--- src/rtl/cmp_pkg.sv ---
// Shared op-code encoding for the pipelined compare unit and its combinational core.
// Relational ops occupy 001..101; 110/111 are the MIN/MAX operand selects.
package cmp_pkg;

  localparam int CMP_FUN_W = 3;

  typedef logic [CMP_FUN_W-1:0] cmp_fun_t;

  localparam cmp_fun_t CMP_NOP = 3'd0;
  localparam cmp_fun_t CMP_EQ  = 3'd1;
  localparam cmp_fun_t CMP_GT  = 3'd2;
  localparam cmp_fun_t CMP_LT  = 3'd3;
  localparam cmp_fun_t CMP_NE  = 3'd4;
  localparam cmp_fun_t CMP_GE  = 3'd5;
  localparam cmp_fun_t CMP_MIN = 3'd6;
  localparam cmp_fun_t CMP_MAX = 3'd7;

  // True for ops whose result is the boolean outcome zero-extended to DATA_W.
  function automatic logic is_relational(cmp_fun_t fun);
    return (fun != CMP_NOP) && (fun != CMP_MIN) && (fun != CMP_MAX);
  endfunction

endpackage

--- src/rtl/cmp_pipe_unit_if.sv ---
// Operand/result handshake bundle for cmp_pipe_unit: valid/ready on the operand side and on the result side.
// master drives operands and result-ready; slave (the compare unit) drives in_ready and the result.
interface cmp_pipe_unit_if #(
  parameter int DATA_W = 8
);
  import cmp_pkg::*;

  logic              in_valid;
  logic              in_ready;
  logic [DATA_W-1:0] A;
  logic [DATA_W-1:0] B;
  cmp_fun_t          cmp_fun;
  logic              signed_mode;

  logic              out_valid;
  logic              out_ready;
  logic [DATA_W-1:0] cmp_out;
  logic              cmp_flag;

  modport master (
    output in_valid, A, B, cmp_fun, signed_mode, out_ready,
    input  in_ready, out_valid, cmp_out, cmp_flag
  );

  modport slave (
    input  in_valid, A, B, cmp_fun, signed_mode, out_ready,
    output in_ready, out_valid, cmp_out, cmp_flag
  );

endinterface

--- src/rtl/cmp_core.sv ---
// Combinational signed/unsigned compare and MIN/MAX select; zero latency, no state, no backpressure.
// EQ/NE ignore signed_mode; MIN/MAX return A when the operands are equal.
module cmp_core
  import cmp_pkg::*;
#(
  parameter int DATA_W = 8
) (
  input  logic [DATA_W-1:0] a,
  input  logic [DATA_W-1:0] b,
  input  cmp_fun_t          fun,
  input  logic              signed_mode,
  output logic [DATA_W-1:0] value,
  output logic              flag
);

  logic eq;
  logic lt;
  logic gt;
  logic outcome;

  always_comb begin
    eq = (a == b);
    if (signed_mode) begin
      lt = ($signed(a) < $signed(b));
    end else begin
      lt = (a < b);
    end
    gt = !lt && !eq;
  end

  always_comb begin
    outcome = 1'b0;
    unique case (fun)
      CMP_EQ:  outcome = eq;
      CMP_GT:  outcome = gt;
      CMP_LT:  outcome = lt;
      CMP_NE:  outcome = !eq;
      CMP_GE:  outcome = !lt;
      default: outcome = 1'b0;
    endcase
  end

  always_comb begin
    value = '0;
    flag  = 1'b0;
    if (is_relational(fun)) begin
      value = {{(DATA_W-1){1'b0}}, outcome};
      flag  = outcome;
    end else if (fun == CMP_MIN) begin
      value = gt ? b : a;
    end else if (fun == CMP_MAX) begin
      value = lt ? b : a;
    end
  end

endmodule

--- src/rtl/cmp_pipe_unit.sv ---
// Two-stage valid/ready compare pipeline: 2-cycle latency, 1 result/cycle; a stalled result holds both stages.
// Optional saturating hit counter under `define CMP_HIT_CNT_EN; otherwise hit_cnt is tied to 0.
module cmp_pipe_unit
  import cmp_pkg::*;
#(
  parameter int DATA_W = 8,
  parameter int CNT_W  = 16
) (
  input  logic               clk,
  input  logic               rst,
  cmp_pipe_unit_if.slave     bus,
  input  logic               cnt_clr,
  output logic [CNT_W-1:0]   hit_cnt
);

  typedef struct packed {
    logic [DATA_W-1:0] a;
    logic [DATA_W-1:0] b;
    cmp_fun_t          fun;
    logic              sgn;
  } s1_t;

  logic              v1;
  logic              v2;
  s1_t               s1;
  logic [DATA_W-1:0] out2;
  logic              flag2;

  logic              adv1;
  logic              adv2;
  logic              in_ready;
  logic              out_hs;

  logic [DATA_W-1:0] core_value;
  logic              core_flag;

  // in_ready looks only at downstream state so it never waits on in_valid.
  assign adv2     = !v2 || bus.out_ready;
  assign adv1     = v1 && adv2;
  assign in_ready = !v1 || adv2;
  assign out_hs   = v2 && bus.out_ready;

  assign bus.in_ready  = in_ready;
  assign bus.out_valid = v2;
  assign bus.cmp_out   = out2;
  assign bus.cmp_flag  = flag2;

  cmp_core #(
    .DATA_W(DATA_W)
  ) u_core (
    .a           (s1.a),
    .b           (s1.b),
    .fun         (s1.fun),
    .signed_mode (s1.sgn),
    .value       (core_value),
    .flag        (core_flag)
  );

  always_ff @(posedge clk) begin
    if (!rst) begin
      v1 <= 1'b0;
      s1 <= '0;
    end else if (in_ready) begin
      v1 <= bus.in_valid;
      if (bus.in_valid) begin
        s1.a   <= bus.A;
        s1.b   <= bus.B;
        s1.fun <= bus.cmp_fun;
        s1.sgn <= bus.signed_mode;
      end
    end
  end

  // An empty S2 slot is loaded with zeros so the result bus reads 0 whenever out_valid is low.
  always_ff @(posedge clk) begin
    if (!rst) begin
      v2    <= 1'b0;
      out2  <= '0;
      flag2 <= 1'b0;
    end else if (adv2) begin
      v2    <= adv1;
      out2  <= adv1 ? core_value : '0;
      flag2 <= adv1 && core_flag;
    end
  end

`ifdef CMP_HIT_CNT_EN
  logic [CNT_W-1:0] cnt_q;

  always_ff @(posedge clk) begin
    if (!rst) begin
      cnt_q <= '0;
    end else if (cnt_clr) begin
      cnt_q <= '0;
    end else if (out_hs && flag2 && (cnt_q != {CNT_W{1'b1}})) begin
      cnt_q <= cnt_q + CNT_W'(1);
    end
  end

  assign hit_cnt = cnt_q;
`else
  logic unused_cnt;
  assign unused_cnt = cnt_clr ^ out_hs;
  assign hit_cnt    = '0;
`endif

endmodule

--- src/flat_wrapper.sv ---
// flat-port wrapper written by rule: the top's interface ports become plain ports
module cmp_pipe_unit_flat import cmp_pkg::*;
#(
  parameter int DATA_W = 8,
  parameter int CNT_W  = 16
)
  (clk, rst, cnt_clr, hit_cnt, bus_in_valid, bus_A, bus_B, bus_cmp_fun, bus_signed_mode, bus_out_ready, bus_in_ready, bus_out_valid, bus_cmp_out, bus_cmp_flag);
  cmp_pipe_unit_if #(.DATA_W(DATA_W)) bus_i ();
  input  logic clk;
  input  logic rst;
  input  logic cnt_clr;
  output logic [CNT_W-1:0] hit_cnt;
  input wire logic [$bits(bus_i.in_valid)-1:0] bus_in_valid;
  input wire logic [$bits(bus_i.A)-1:0] bus_A;
  input wire logic [$bits(bus_i.B)-1:0] bus_B;
  input wire logic [$bits(bus_i.cmp_fun)-1:0] bus_cmp_fun;
  input wire logic [$bits(bus_i.signed_mode)-1:0] bus_signed_mode;
  input wire logic [$bits(bus_i.out_ready)-1:0] bus_out_ready;
  output wire logic [$bits(bus_i.in_ready)-1:0] bus_in_ready;
  output wire logic [$bits(bus_i.out_valid)-1:0] bus_out_valid;
  output wire logic [$bits(bus_i.cmp_out)-1:0] bus_cmp_out;
  output wire logic [$bits(bus_i.cmp_flag)-1:0] bus_cmp_flag;
  assign bus_i.in_valid = bus_in_valid;
  assign bus_i.A = bus_A;
  assign bus_i.B = bus_B;
  assign bus_i.cmp_fun = bus_cmp_fun;
  assign bus_i.signed_mode = bus_signed_mode;
  assign bus_i.out_ready = bus_out_ready;
  assign bus_in_ready = bus_i.in_ready;
  assign bus_out_valid = bus_i.out_valid;
  assign bus_cmp_out = bus_i.cmp_out;
  assign bus_cmp_flag = bus_i.cmp_flag;
  cmp_pipe_unit #(.DATA_W(DATA_W), .CNT_W(CNT_W)) u_core (.clk(clk), .rst(rst), .bus(bus_i), .cnt_clr(cnt_clr), .hit_cnt(hit_cnt));
endmodule
--- config.mk ---
export PLATFORM = sky130hd
export DESIGN_NAME = cmp_pipe_unit_flat
export DESIGN_NICKNAME = d
export VERILOG_FILES = /design/src/rtl/cmp_pkg.sv /design/src/rtl/cmp_pipe_unit_if.sv /design/src/rtl/cmp_core.sv /design/src/rtl/cmp_pipe_unit.sv /design/src/flat_wrapper.sv
export SDC_FILE = /design/constraint.sdc
export NUM_CORES = 1
export LEC_CHECK = 0
export ABC_AREA = 0
export BUFFER_PORTS_ARGS = -buffer_cell sky130_fd_sc_hd__buf_2
export CORE_UTILIZATION = 50
export DETAILED_ROUTE_END_ITERATION = 7
export PLACE_DENSITY_LB_ADDON = 0.3
export SLEW_MARGIN = 20
export SYNTH_ARGS = -nofsm -noshare
export SYNTH_HDL_FRONTEND = slang
export SYNTH_SLANG_ARGS = --single-unit
--- constraint.sdc ---
create_clock -name clk -period 2.7 [get_ports clk]
set_input_delay 0.675 -clock clk [delete_from_list [all_inputs] [get_ports clk]]
set_output_delay 0.675 -clock clk [all_outputs]
set_load 0.05 [all_outputs]
# [Yosys cells after proc, flatten, opt, wreduce, memory -nomap -nowiden]
# Cells that the tools add are included.
[word_totals] wordCells=42 register_bits=31
[op_classes] n_reduce_logical=13 n_eq_ne=10 magnitude_cmp=2 n_mux=9
[op_table] operator="2-to-1 mux 8 bit" count=6
[op_table] operator="< comparator 8 bit" count=2
[op_table] operator="equality test 3 bit (second input constant)" count=4
[op_table] operator="equality test 8 bit" count=1
[op_table] operator="equality test 3 x 2 -> 1 bit (second input constant)" count=2
[op_table] operator="!= test 3 bit (second input constant)" count=2
[op_table] operator="logical AND 1 bit" count=5
[op_table] operator="one-hot mux 1 bit (5 select lines)" count=1
[op_table] operator="logical NOT 1 bit" count=4
[op_table] operator="equality test 3 x 1 -> 1 bit (second input constant)" count=1
[op_table] operator="nonzero test 3 bit" count=1
[op_table] operator="logical OR 1 bit" count=2
[op_table] operator="2-to-1 mux 1 bit" count=2
[op_table] operator="AND reduction 2 bit" count=1

# [Longest topological paths before layout]
[depth] word_depth=8 ltp_mapped=9 ltp_nobuf=8

# [Hierarchy]
# A second synthesis with hierarchy kept.
[hier_totals] hier_cells=219 area_unflattened_um2=1785.5
[by_module_without_submodules] mod="cmp_pipe_unit" area_each_um2=1365.1 cells_each=153 instances=1
[by_module_without_submodules] mod="cmp_core" area_each_um2=420.4 cells_each=66 instances=1

# [Least setup slack after synthesis]
# No wires, ideal clock.
[synth_timing] kind="reg-to-reg" from="register u_core.s1[11] (netlist name)" to="register u_core.out2[0] (netlist: u_core.bus.cmp_out[0])" arrival_time_ns=2.029 setup_slack_ns=0.537 n_path_buf=1 period_less_slack_ns=2.163 stages_incl_launch_ff=10 path_cell_list="dfxtp_1 inv_1 ha_1 mux2_4 a311oi_2 nor4_1 nor3b_2 buf_6 mux2i_1 o211ai_2"
[synth_via] elab_chain_cells=8 elab_cells_between_ends=14 classes_between="order compare: 2; eq/ne: 1; mux: 8; reduce/logical: 3"
[synth_rtl] element="< comparator 8 bit, on equally long branches" line_no="cmp_core.sv:26, cmp_core.sv:24"
[synth_rtl] element="2-to-1 mux 1 bit" line_no="cmp_core.sv:23" source="if (signed_mode) begin"
[synth_rtl] element="logical NOT 1 bit" line_no="cmp_core.sv:28, cmp_core.sv:38"
[synth_rtl] element="logical AND 1 bit" line_no="cmp_core.sv:28" source="gt = !lt && !eq;"
[synth_rtl] element="2-to-1 mux 8 bit" line_no="cmp_core.sv:50" source="value = gt ? b : a;"
[synth_rtl] element="2-to-1 mux 8 bit" line_no="cmp_core.sv:49" source="end else if (fun == CMP_MIN) begin"
[synth_rtl] element="2-to-1 mux 8 bit *" line_no="cmp_core.sv:46" source="if (is_relational(fun)) begin"
[synth_rtl] element="2-to-1 mux 8 bit *" line_no="cmp_pipe_unit.sv:82" source="out2 <= adv1 ? core_value : '0;"
[synth_rtl] element="to (signal assigned)" line_no="cmp_pipe_unit.sv:82"
[synth_rtl] element="to (decl)" line_no="cmp_pipe_unit.sv:26" source="logic [DATA_W-1:0] out2;"
# Mark *: on every way between the ends. The rest lies on a longest branch, timed or not.
# A chain may end at the register's enable or synchronous reset.

# [Final worst setup path]
[layout_timing] from="register u_core.s1[11] (netlist name)" to="register u_core.out2[4] (netlist: u_core.bus.cmp_out[4])"
[layout_via] elab_chain_cells=8 elab_cells_between_ends=13 classes_between="order compare: 2; eq/ne: 1; mux: 7; reduce/logical: 3"
[layout_rtl] element="< comparator 8 bit, on equally long branches" line_no="cmp_core.sv:26, cmp_core.sv:24"
[layout_rtl] element="2-to-1 mux 1 bit" line_no="cmp_core.sv:23"
[layout_rtl] element="logical NOT 1 bit" line_no="cmp_core.sv:28"
[layout_rtl] element="logical AND 1 bit" line_no="cmp_core.sv:28"
[layout_rtl] element="2-to-1 mux 8 bit" line_no="cmp_core.sv:50"
[layout_rtl] element="2-to-1 mux 8 bit *" line_no="cmp_core.sv:49"
[layout_rtl] element="2-to-1 mux 8 bit *" line_no="cmp_core.sv:46"
[layout_rtl] element="2-to-1 mux 8 bit *" line_no="cmp_pipe_unit.sv:82"
# Marked as above.

==> Flow_metrics.wiki <==
{| class="wikitable"
! Metric !! Value
|-
| Class of the tightest hold or removal check || register to register
|-
| PwrDens || 520 nW/µm²
|-
| Leading area contributor after synthesis || dfxtp_1
|-
| Setup TNS || 0 ns
|-
| Insertion delay of the later-clocked pin in the worst-skew pair || approximately 0.33 ns
|-
| Residual antenna-violating net count after detailed routing || 0
|-
| Post-CTS Setup Inserts || 0
|-
| Maximum number of pins on one net before global-route repair || 24
|-
| Utilization after layout || about three fifths
|-
| Met3 wire length || approximately 120 µm
|-
| Max Buffers Root-to-Sink || 2
|-
| Number of violations reported at the end of detailed-routing iteration 0 || 23
|-
| Layout Nets || around 270
|-
| Met1 Routed Length || about 1.5 mm
|-
| Worst slack, placed || between 0.3 and 0.4 ns
|-
| Final Hold Violating Endpoints || 0
|-
| Area growth syn-to-layout || 12.3%
|-
| Hold_sp || u_core.bus.cmp_out[1]
|-
| Area of the core || 3100 µm²
|-
| Maximum fanout along the worst path || 5
|-
| Number of unique standard cell types used by synthesis || 34
|-
| Total via count after detailed routing || between 1000 and 1500
|-
| Dpl hpwl || 2.37 mm
|-
| CTS clock-pin slew for the worst setup and hold paths || 0.08 ns
|-
| H-Tree Depth || 2
|-
| Count of endpoints failing setup in the final report || 0
|-
| Horizontal die dimension || roughly 59 µm
|-
| Crit path required time || around 3 ns
|-
| Diode count || 0
|-
| Worst setup slack for register-to-register paths || ~0.34 ns
|-
| Post-synthesis instance area || about 1700 µm²
|-
| Max-slew violations || 0
|-
| Static leakage || around 0.84 nW
|-
| Launch point of the critical path || u_core.s1[11]
|-
| First-pass GRT wire length || between 5 and 6 mm
|-
| Final Routed Wirelength || around 3 mm
|-
| CTS tree || yes
|-
| Post-synthesis sequential area ratio || 37.6%
|-
| Amount of wire on met2 after detailed routing || about 1.3 mm
|-
| Final weighted congestion of routability-driven global placement || roughly 0.8
|-
| Final critical delay including setup and external delays || around 2.4 ns
|-
| Gate Count Post-Synth || 199
|-
| Worst Max-Slew Pin Slew || about 0.63 ns
|-
| Overall die area || between 3000 and 4000 µm²
|-
| Launching point of the worst reg2reg path || u_core.s1[11]
|-
| Data arrival at the endpoint of the critical path || between 2 and 3 ns
|-
| Maximum clock frequency || approximately 420 MHz
|-
| Fraction of final layout cells with drive strength greater than 1 || 20.9%
|-
| Sum of internal, switching and leakage power || about 960 µW
|-
| Wire per inst || about 11 µm
|-
| Startpoint type of the worst setup path || register
|-
| Vias in the first global route || ~1200
|-
| Top layer used by detailed routing || met4
|-
| Leading cell types by total area after synthesis || dfxtp_1 (38%), nand2_1 (13%), a21boi_0 (9.1%)
|-
| Boundary pin count || 52
|-
| Post-route clock skew || ~0.0032 ns
|-
| Drt drc || 0
|-
| Rel. slew slack || 57.8%
|-
| Height of the die || 59.5 µm
|-
| Total clock buffers created by CTS || 5
|-
| Number of antenna violations at the first check in global routing || 0
|-
| Crit. End Element || register
|-
| Clock tree sinks || 31
|-
| Port Buffers || 34
|-
| Worst IR Drop VDD || 0.374 mV
|-
| Fraction of post-synthesis cell area in the top cell type by area || a little under two fifths
|-
| Number of warning messages in the yosys log || 0
|-
| Ratio of routed vias to standard cells || between 4 and 5
|-
| Global router's overall resource usage || between 20% and 30%
|-
| Count of state elements after synthesis || 31
|-
| Crit share post-route || 87.3%
|-
| Unrepaired setup endpoints after global routing || no
|-
| # Max-Cap Violations || 0
|-
| CTS Hold Bufs || 0
|-
| Root Buffer || clkbuf_4
|-
| Leftover overflow at the end of global routing || 0
|-
| # rows || 20
|-
| Type of the worst setup path || register to register
|-
| Cts repair resizes || 0
|-
| TritonRoute pass-1 iters || 4
|-
| Outcome || completed
|-
| Average cell area after synthesis || around 8.3 µm²
|-
| Min setup slack post-route || around 0.34 ns
|-
| Initial core utilization || 53.2%
|}
[state kept, by name, indices dropped and copies added, names as in the netlist]
name                  flops
u_core.bus.cmp_flag       1
u_core.bus.cmp_out        8
u_core.bus.out_valid      1
u_core.s1                20
u_core.v1                 1
[layout make-up]
cell class	instances	area [µm²]
Clock buffer	6	41.3
Fill cell	324	1250
Inverter	9	33.8
Multi-Input combinational cell	150	896
Sequential cell	31	621
Tap cell	44	55.1
Timing Repair Buffer	39	208
[worst max-delay path: stages (launching register included)]
cell and delay, ns:
dfxtp_1 0.35, inv_1 0.05, ha_1 0.37, mux2_4 0.32, a311oi_2 0.30, nor4_1 0.12, nor3b_2 0.21, buf_4 0.20
mux2i_1 0.26, o21ai_1 0.08
[kinds of logic (layout without fill, tap and decap cells)]
group	after synthesis	count (layout)	synth area share, %
adders and majority gates	8	8	6.06
muxes	9	9	5.76
DFF	31	31	37.6
other	1	16	0.227
AOI/OAI and AO/OA	44	44	19.3
and+or+nand+nor	73	73	19.5
buffers and inverters	33	54	11.6
[cells in the mapped netlist]
library cell and instances:
nand2b_1 1, a21boi_0 20, a311oi_2 1, and2_1 2, mux2_4 1, nor2b_1 3, a21oi_1 4, buf_4 16
nand4_1 2, o211ai_1 3, o31ai_1 1, conb_1 1, a21o_1 1, a2111oi_0 1, mux2i_1 8, nor4b_1 1
or4_1 1, nor4_1 1, ha_1 8, o2111ai_1 1, dfxtp_1 31, nand3_1 1, nand2_1 55, inv_1 9
buf_6 1, o21a_1 3, o32ai_1 1, and4_2 1, nor2_1 4, nor3b_2 1, clkbuf_1 6, o211ai_2 1
buf_1 1, o21ai_1 7
[metrics by stage]
step           cell area (µm²)  hold WS (ns)  std cells
2_1_floorplan             1710         0.456        214
6_report                  1850         0.444        279
5_1_grt                   1850         0.468        279
3_3_place_gp              1810         0.429        273
3_5_place_dp              1810         0.438        273
4_1_cts                   1850         0.450        279
[routing by layer]
| metal | track usage [%] | vias to the layer above |
|---|---|---|
| li1 | - | 709 |
| met1 | 25.1 | 602 |
| met2 | 31.3 | 37 |
| met3 | 5.90 | 8 |
| met4 | 10.2 | 0 |
| met5 | 0 | - |
[where the power goes]
group | total, mW | switching [mW] | internal, mW | leakage [nW]
clock | 0.236 | 0.143 | 0.0923 | 0.0242
combinational | 0.234 | 0.146 | 0.0886 | 0.563
sequential | 0.494 | 0.0173 | 0.476 | 0.254
total | 0.963 | 0.306 | 0.657 | 0.842
[worst paths after layout]
check,to,depth (start not counted)
worst max-delay path,u_core.bus.cmp_out[4],9
worst min-delay path,u_core.bus.cmp_out[1],2
worst max register to register,u_core.bus.cmp_out[4],9
worst min register to register,u_core.bus.cmp_out[1],2
[cells in the final DEF (no fill, tap or decap), drive strengths merged]
| cell type | instances |
|---|---|
| nor2b | 3 |
| clkbuf | 6 |
| o32ai | 1 |
| buf | 39 |
| nand2 | 55 |
| ha | 8 |
| o211ai | 4 |
| and2 | 2 |
| a2111oi | 1 |
| nand4 | 2 |
| mux2 | 1 |
| a21boi | 20 |
| mux2i | 8 |
| nor2 | 4 |
| a21o | 1 |
| a21oi | 4 |
| nor4b | 1 |
| o31ai | 1 |
| or4 | 1 |
| a311oi | 1 |
| nor3b | 1 |
| conb | 16 |
| nand3 | 1 |
| dfxtp | 31 |
| nor4 | 1 |
| o21a | 3 |
| inv | 9 |
| o2111ai | 1 |
| o21ai | 7 |
| nand2b | 1 |
| and4 | 1 |
Note: power is estimated with default switching activity, not from simulation.
